$ cat src/rtl/integrator_sat.sv
// Saturating integral path: accumulate error, scale by K_i via shift-add,
// emit a clamped, right-shifted contribution with a valid/busy handshake.
module integrator_sat #(
  parameter int W     = 6,
  parameter int ACC_W = 10,
  parameter int K_W   = 6,
  parameter int OUT_W = 8,
  parameter int SHIFT = 2
) (
  input  logic                    clk,
  input  logic                    rst,
  input  logic                    ena,
  input  logic signed [W-1:0]     e,
  input  logic                    e_valid,
  input  logic [K_W-1:0]          K_i,
  input  logic                    clr,
  input  logic                    freeze,
  output logic signed [OUT_W-1:0] i_contrib,
  output logic                    i_valid,
  output logic                    busy,
  output logic                    acc_sat,
  output logic                    overrun
);

  localparam int PW = ACC_W + K_W;
  localparam int CW = $clog2(K_W) + 1;
  localparam logic [CW-1:0] LAST = CW'(K_W - 1);

  typedef enum logic [1:0] {
    IDLE,
    MULT,
    DONE
  } state_t;

  state_t state_q, state_d;
  logic [ACC_W-1:0] esum_q, esum_d;
  logic [PW-1:0] mcand_q, mcand_d;
  logic [K_W-1:0] mplier_q, mplier_d;
  logic signed [PW-1:0] prod_q, prod_d;
  logic [CW-1:0] cnt_q, cnt_d;
  logic [OUT_W-1:0] icon_q, icon_d;
  logic ival_q, ival_d;
  logic asat_q, asat_d;
  logic ovr_q, ovr_d;

  logic [ACC_W:0] sum_w;
  logic acc_ovf;
  logic [ACC_W-1:0] acc_sat_v;
  logic [ACC_W-1:0] acc_next;
  logic [PW-1:0] shifted;
  logic [PW-OUT_W:0] hi;
  logic [OUT_W-1:0] out_sat;

  // One guard bit: overflow shows as disagreement of the top two bits
  assign sum_w = {esum_q[ACC_W-1], esum_q}
               + {{(ACC_W+1-W){e[W-1]}}, e};
  assign acc_ovf = sum_w[ACC_W] ^ sum_w[ACC_W-1];
  assign acc_sat_v = acc_ovf
    ? {sum_w[ACC_W], {(ACC_W-1){~sum_w[ACC_W]}}}
    : sum_w[ACC_W-1:0];
  assign acc_next = freeze ? esum_q : acc_sat_v;

  assign shifted = prod_q >>> SHIFT;
  assign hi = shifted[PW-1:OUT_W-1];
  assign out_sat = (&hi || !(|hi))
    ? shifted[OUT_W-1:0]
    : {shifted[PW-1], {(OUT_W-1){~shifted[PW-1]}}};

  always_comb begin
    state_d  = state_q;
    esum_d   = esum_q;
    mcand_d  = mcand_q;
    mplier_d = mplier_q;
    prod_d   = prod_q;
    cnt_d    = cnt_q;
    icon_d   = icon_q;
    ival_d   = ival_q;
    asat_d   = asat_q;
    ovr_d    = ovr_q;
    unique case (state_q)
      IDLE: begin
        ival_d = 1'b0;
        if (e_valid && !clr) begin
          esum_d   = acc_next;
          asat_d   = !freeze && acc_ovf;
          mcand_d  = {{K_W{acc_next[ACC_W-1]}}, acc_next};
          mplier_d = K_i;
          prod_d   = '0;
          cnt_d    = '0;
          state_d  = MULT;
        end
      end
      MULT: begin
        if (e_valid) ovr_d = 1'b1;
        // Walk the multiplier LSB-first, doubling the multiplicand
        if (mplier_q[0]) prod_d = prod_q + $signed(mcand_q);
        mcand_d  = mcand_q << 1;
        mplier_d = mplier_q >> 1;
        cnt_d    = cnt_q + 1'b1;
        if (cnt_q == LAST) state_d = DONE;
      end
      DONE: begin
        if (e_valid) ovr_d = 1'b1;
        icon_d  = out_sat;
        ival_d  = 1'b1;
        state_d = IDLE;
      end
      default: state_d = IDLE;
    endcase
    if (clr) begin
      esum_d = '0;
      ovr_d  = 1'b0;
    end
  end

  always_ff @(posedge clk) begin
    if (rst) begin
      state_q  <= IDLE;
      esum_q   <= '0;
      mcand_q  <= '0;
      mplier_q <= '0;
      prod_q   <= '0;
      cnt_q    <= '0;
      icon_q   <= '0;
      ival_q   <= 1'b0;
      asat_q   <= 1'b0;
      ovr_q    <= 1'b0;
    end else if (ena) begin
      state_q  <= state_d;
      esum_q   <= esum_d;
      mcand_q  <= mcand_d;
      mplier_q <= mplier_d;
      prod_q   <= prod_d;
      cnt_q    <= cnt_d;
      icon_q   <= icon_d;
      ival_q   <= ival_d;
      asat_q   <= asat_d;
      ovr_q    <= ovr_d;
    end
  end

  assign i_contrib = $signed(icon_q);
  assign i_valid   = ival_q & ena;
  assign busy      = (state_q != IDLE);
  assign acc_sat   = asat_q;
  assign overrun   = ovr_q;

endmodule
$ cat config.mk
export PLATFORM = sky130hd
export DESIGN_NAME = integrator_sat
export DESIGN_NICKNAME = d
export VERILOG_FILES = /design/src/rtl/integrator_sat.sv
export SDC_FILE = /design/constraint.sdc
export NUM_CORES = 1
export LEC_CHECK = 0
export CORE_ASPECT_RATIO = 2
export CORE_MARGIN = 3
export CORE_UTILIZATION = 53
export DETAILED_ROUTE_END_ITERATION = 10
export HOLD_SLACK_MARGIN = 0.12
export PLACE_DENSITY = 0.76
export SYNTH_ARGS = -nofsm -noshare
export SYNTH_HDL_FRONTEND = slang
export SYNTH_SLANG_ARGS = --single-unit
$ cat constraint.sdc
create_clock -name clk -period 3.8 [get_ports clk]
set_input_delay 1.14 -clock clk [delete_from_list [all_inputs] [get_ports clk]]
set_output_delay 1.14 -clock clk [all_outputs]
set_load 0.005 [all_outputs]
==> reports/qor.yml <==
critical_path:
  cp_cell_sequence: "clkdlybuf4s50_1 -> ha_2 -> a21o_2 -> nand2_2 -> a31oi_2 -> a21o_1 -> a21o_1 -> xnor2_2 -> ha_4 -> inv_2 -> nand2_2 -> a21oi_1 -> or4_4 -> a221oi_2"
  arrival_ns: 3.92
  slowest_delay_ns: 0.48
  endpoint_kind: "flip-flop"
  crit_fanout: 5
  worstSetupPathType: "input port to flip-flop"
  r2r_setup_slack_ns: 0.76
  cp.required_ns: 4.05
  worstSetupStartpointType: "input port"
  slowest_stage: "or4_4"
clocking:
  cts-root-buf: "clkbuf_16"
  insertion_delay_ns: 0.34
  cts_num_sinks: 65
  numCtsBuffers: 9
  cts_tree: "done"
  holdBufCountCts: 0
  cts.clk_slew.worst_paths_ns: 0.05
  cts_max_level: 3
  clockBufferDepth: 2
route:
  drc: 0
  wire_per_inst_um: 17.5
  avgViaCountPerCell: 6.10
  ant_nets: 0
  first_pass_iters: 4
  vias: 4017
  drt_iter0_markers: 228
  drt_wl_total_mm: 11.5
sta:
  finalHoldViolations: 0
  maxClockFrequency_mhz: 272
  setup_viol: 0
  fin_crit_sh_pct: 96.7
  clock-skew-final_ns: 0.00521
  tightest_slew_ns: 0.602
  period_needed_ns: 3.67
  drv_slew: 0
  fin_setup_tns_ns: 0
  slew-limit-headroom_pct: 59.6
synth:
  yosysTopAreaCell: "dfxtp_1"
  ys_warn_count: 0
  synthFlopType: "dfxtp_1"
  synthArstFlopShare_pct: 0
  synth_fp_nets: 550
  synth_area_um2: 4070
  synthMuxAreaShare_pct: 2.46
  synthSimpleGateAreaFrac_pct: 20.4
  synth_xor_area_share_pct: 3.45
  synth_top_family_by_area: "compound AO/OA/AOI/OAI gates"
  synth_fa_ha_area_share_pct: 10.8
  synth_seq_area_share_pct: 32.0
  avgSynthCellArea_um2: 8.17
  synth_top_area_share_pct: 32.0
  synth-compound-area-share_pct: 27.4
  ys_top_cells_by_area: "dfxtp_1, ha_1, a21oi_1, nor2_1, o21ai_0"
  ys_types: 58
  synth-edff-count: 0
  ys_ff_latch: 65
  syn_inst: 498
cells_and_area:
  drive_gt1_share_pct: 16.1
  synthToLayoutAreaGrowth_pct: 26.9
  fillCellCount: 580
  nNetsFinal: 613
  final_cell_mix: "dfxtp_1, nor2_1, a21oi_1"
  stdcell_area_um2: 5160
  diodes: 0
  mostFrequentLayoutCell: "dfxtp_1"
power:
  netSwitchingPower_mw: 0.495
  seq_power_share_pct: 36.6
  p_total_mw: 1.97
  power_frac_comb_pct: 16.0
  leakage_nw: 2.13
  netSwitchingFraction_pct: 25.2
  power_density_nw_per_um2: 381
  clockPowerShare_pct: 47.4
  ir_drop_mv: 0.250
  p_int_mw: 1.47
die:
  ios: 30
  start_util_pct: 55.1
  dieArea_um2: 8830
  row_count: 44
  die_h_um: 130
  core_area_um2: 7380
  die_w_um: 67.9
place:
  place_congestion: 0.958
  placed_area_um2: 4710
  io_buffer_count: 29
  place_hpwl_mm: 8.40
job:
  cap_violations: 0
global_routing:
  grt_pass1_vias: 4029
  grt_usage_pct: 28.0
  grt_overflow: 0
  grt_start_max_net_pins: 34
  grt_pass1_wl_mm: 18.7
  antenna_found_initial: 0
status:
  outcome: "complete, no violations"
min_path:
  hold_path.class: "flip-flop to flip-flop"
-- layout make-up --
| class | instances | area [um^2] | area share [%] |
|---|---|---|---|
| clock buffers | 12 | 267 | 5.16 |
| clock inverters | 4 | 73.8 | 1.43 |
| inverters | 14 | 52.6 | 1.02 |
| multi-input cells | 396 | 2720 | 52.7 |
| flip-flops and latches | 65 | 1300 | 25.2 |
| well taps | 92 | 115 | 2.23 |
| repair buffers | 75 | 633 | 12.3 |
-- Yosys cell counts (3+ instances only) --
master    count
inv_1        13
nand2_1      33
o21ai_1       3
nand4_1       3
nand2b_1      5
o31ai_1       5
a22oi_1       9
and2_1        4
o211ai_1      5
nor2_1       62
mux2i_1      10
nor3b_1       6
a211oi_1     17
o21ai_0      26
xor2_1        5
nor2b_1       4
or3_1         4
a21o_1       14
dfxtp_1      65
o21bai_1      4
nand3_1      10
a32oi_1       3
ha_1         32
buf_1         4
nand3b_1      5
nor3_1       20
xnor2_1      11
clkbuf_1     17
a31oi_1       6
a21oi_1      54
-- repair_timing --
item | in CTS | in global routing
gates resized for setup | 8 | 16
pin swaps | 13 | 9
endpoints found under the setup margin | 14 | 14
setup buffers | 2 | 0
hold endpoints to repair | 0 | 0
-- worst paths after layout --
path | start | to | depth (start not counted)
max | e[2] | mcand_q[6]$_SDFFE_PP0P_ | 14
min | mplier_q[5]$_SDFFE_PP0P_ | mplier_q[5]$_SDFFE_PP0P_ | 2
max reg2reg | esum_q[1]$_SDFFE_PP0P_ | mcand_q[6]$_SDFFE_PP0P_ | 13
min reg2reg | mplier_q[5]$_SDFFE_PP0P_ | mplier_q[5]$_SDFFE_PP0P_ | 2
-- sequential cells by signal, summed over array words and instances (netlist names) --
signal / count
state_q: 2
cnt_q: 4
prod_q: 16
i_contrib: 8
esum_q: 10
acc_sat: 1
mcand_q: 16
overrun: 1
mplier_q: 6
ival_q: 1
-- cells by family (layout without fill, tap and decap cells) --
group                      count (synthesis)  after routing
and+or+nand+nor                          170            170
DFF                                       65             65
adders and majority gates                 34             34
xor gates and xnor gates                  16             16
AOI/OAI and AO/OA                        166            166
muxes                                     10             10
buffers and inverters                     37            105
-- stage by stage --
step | utilization [%] | setup slack [ns] | hold WS [ns] | std cells
final | 70.0 | 0.127 | 0.451 | 658
after global routing | 70.0 | -0.0154 | 0.477 | 658
after global placement | 63.8 | -0.492 | 0.442 | 640
after CTS | 68.9 | 0.00456 | 0.453 | 658
after detailed placement | 63.8 | -0.571 | 0.446 | 640
after floorplan | - | 0.0251 | 0.432 | 498
-- critical path: cells and delay by family --
| family | cells | cell delay [ns] |
|---|---|---|
| compound gates | 6 | 0.98 |
| xor+xnor | 1 | 0.18 |
| fa+ha+maj | 2 | 0.51 |
| buf+inv | 2 | 0.47 |
| simple gates | 3 | 0.64 |
-- power by group through the flow --
stage / Combinational, mW / Clock, mW / Sequential (mW)
2_1_floorplan: 0.178 / 0 / 0.727
3_3_place_gp: 0.285 / 0 / 0.732
3_5_place_dp: 0.292 / 0 / 0.733
4_1_cts: 0.298 / 0.936 / 0.718
5_1_grt: 0.343 / 0.962 / 0.721
6_report: 0.315 / 0.932 / 0.719
-- routing by layer --
| metal | vias to the layer above | share of wire, % | track usage (%) |
|---|---|---|---|
| li1 | 1956 | - | - |
| met1 | 1913 | 36 | 28.3 |
| met2 | 104 | 56 | 50.2 |
| met3 | 44 | 2.7 | 3.88 |
| met4 | 0 | 5.4 | 19.3 |
| met5 | - | 0 | 0 |
Power figures use the tool's default switching activity.
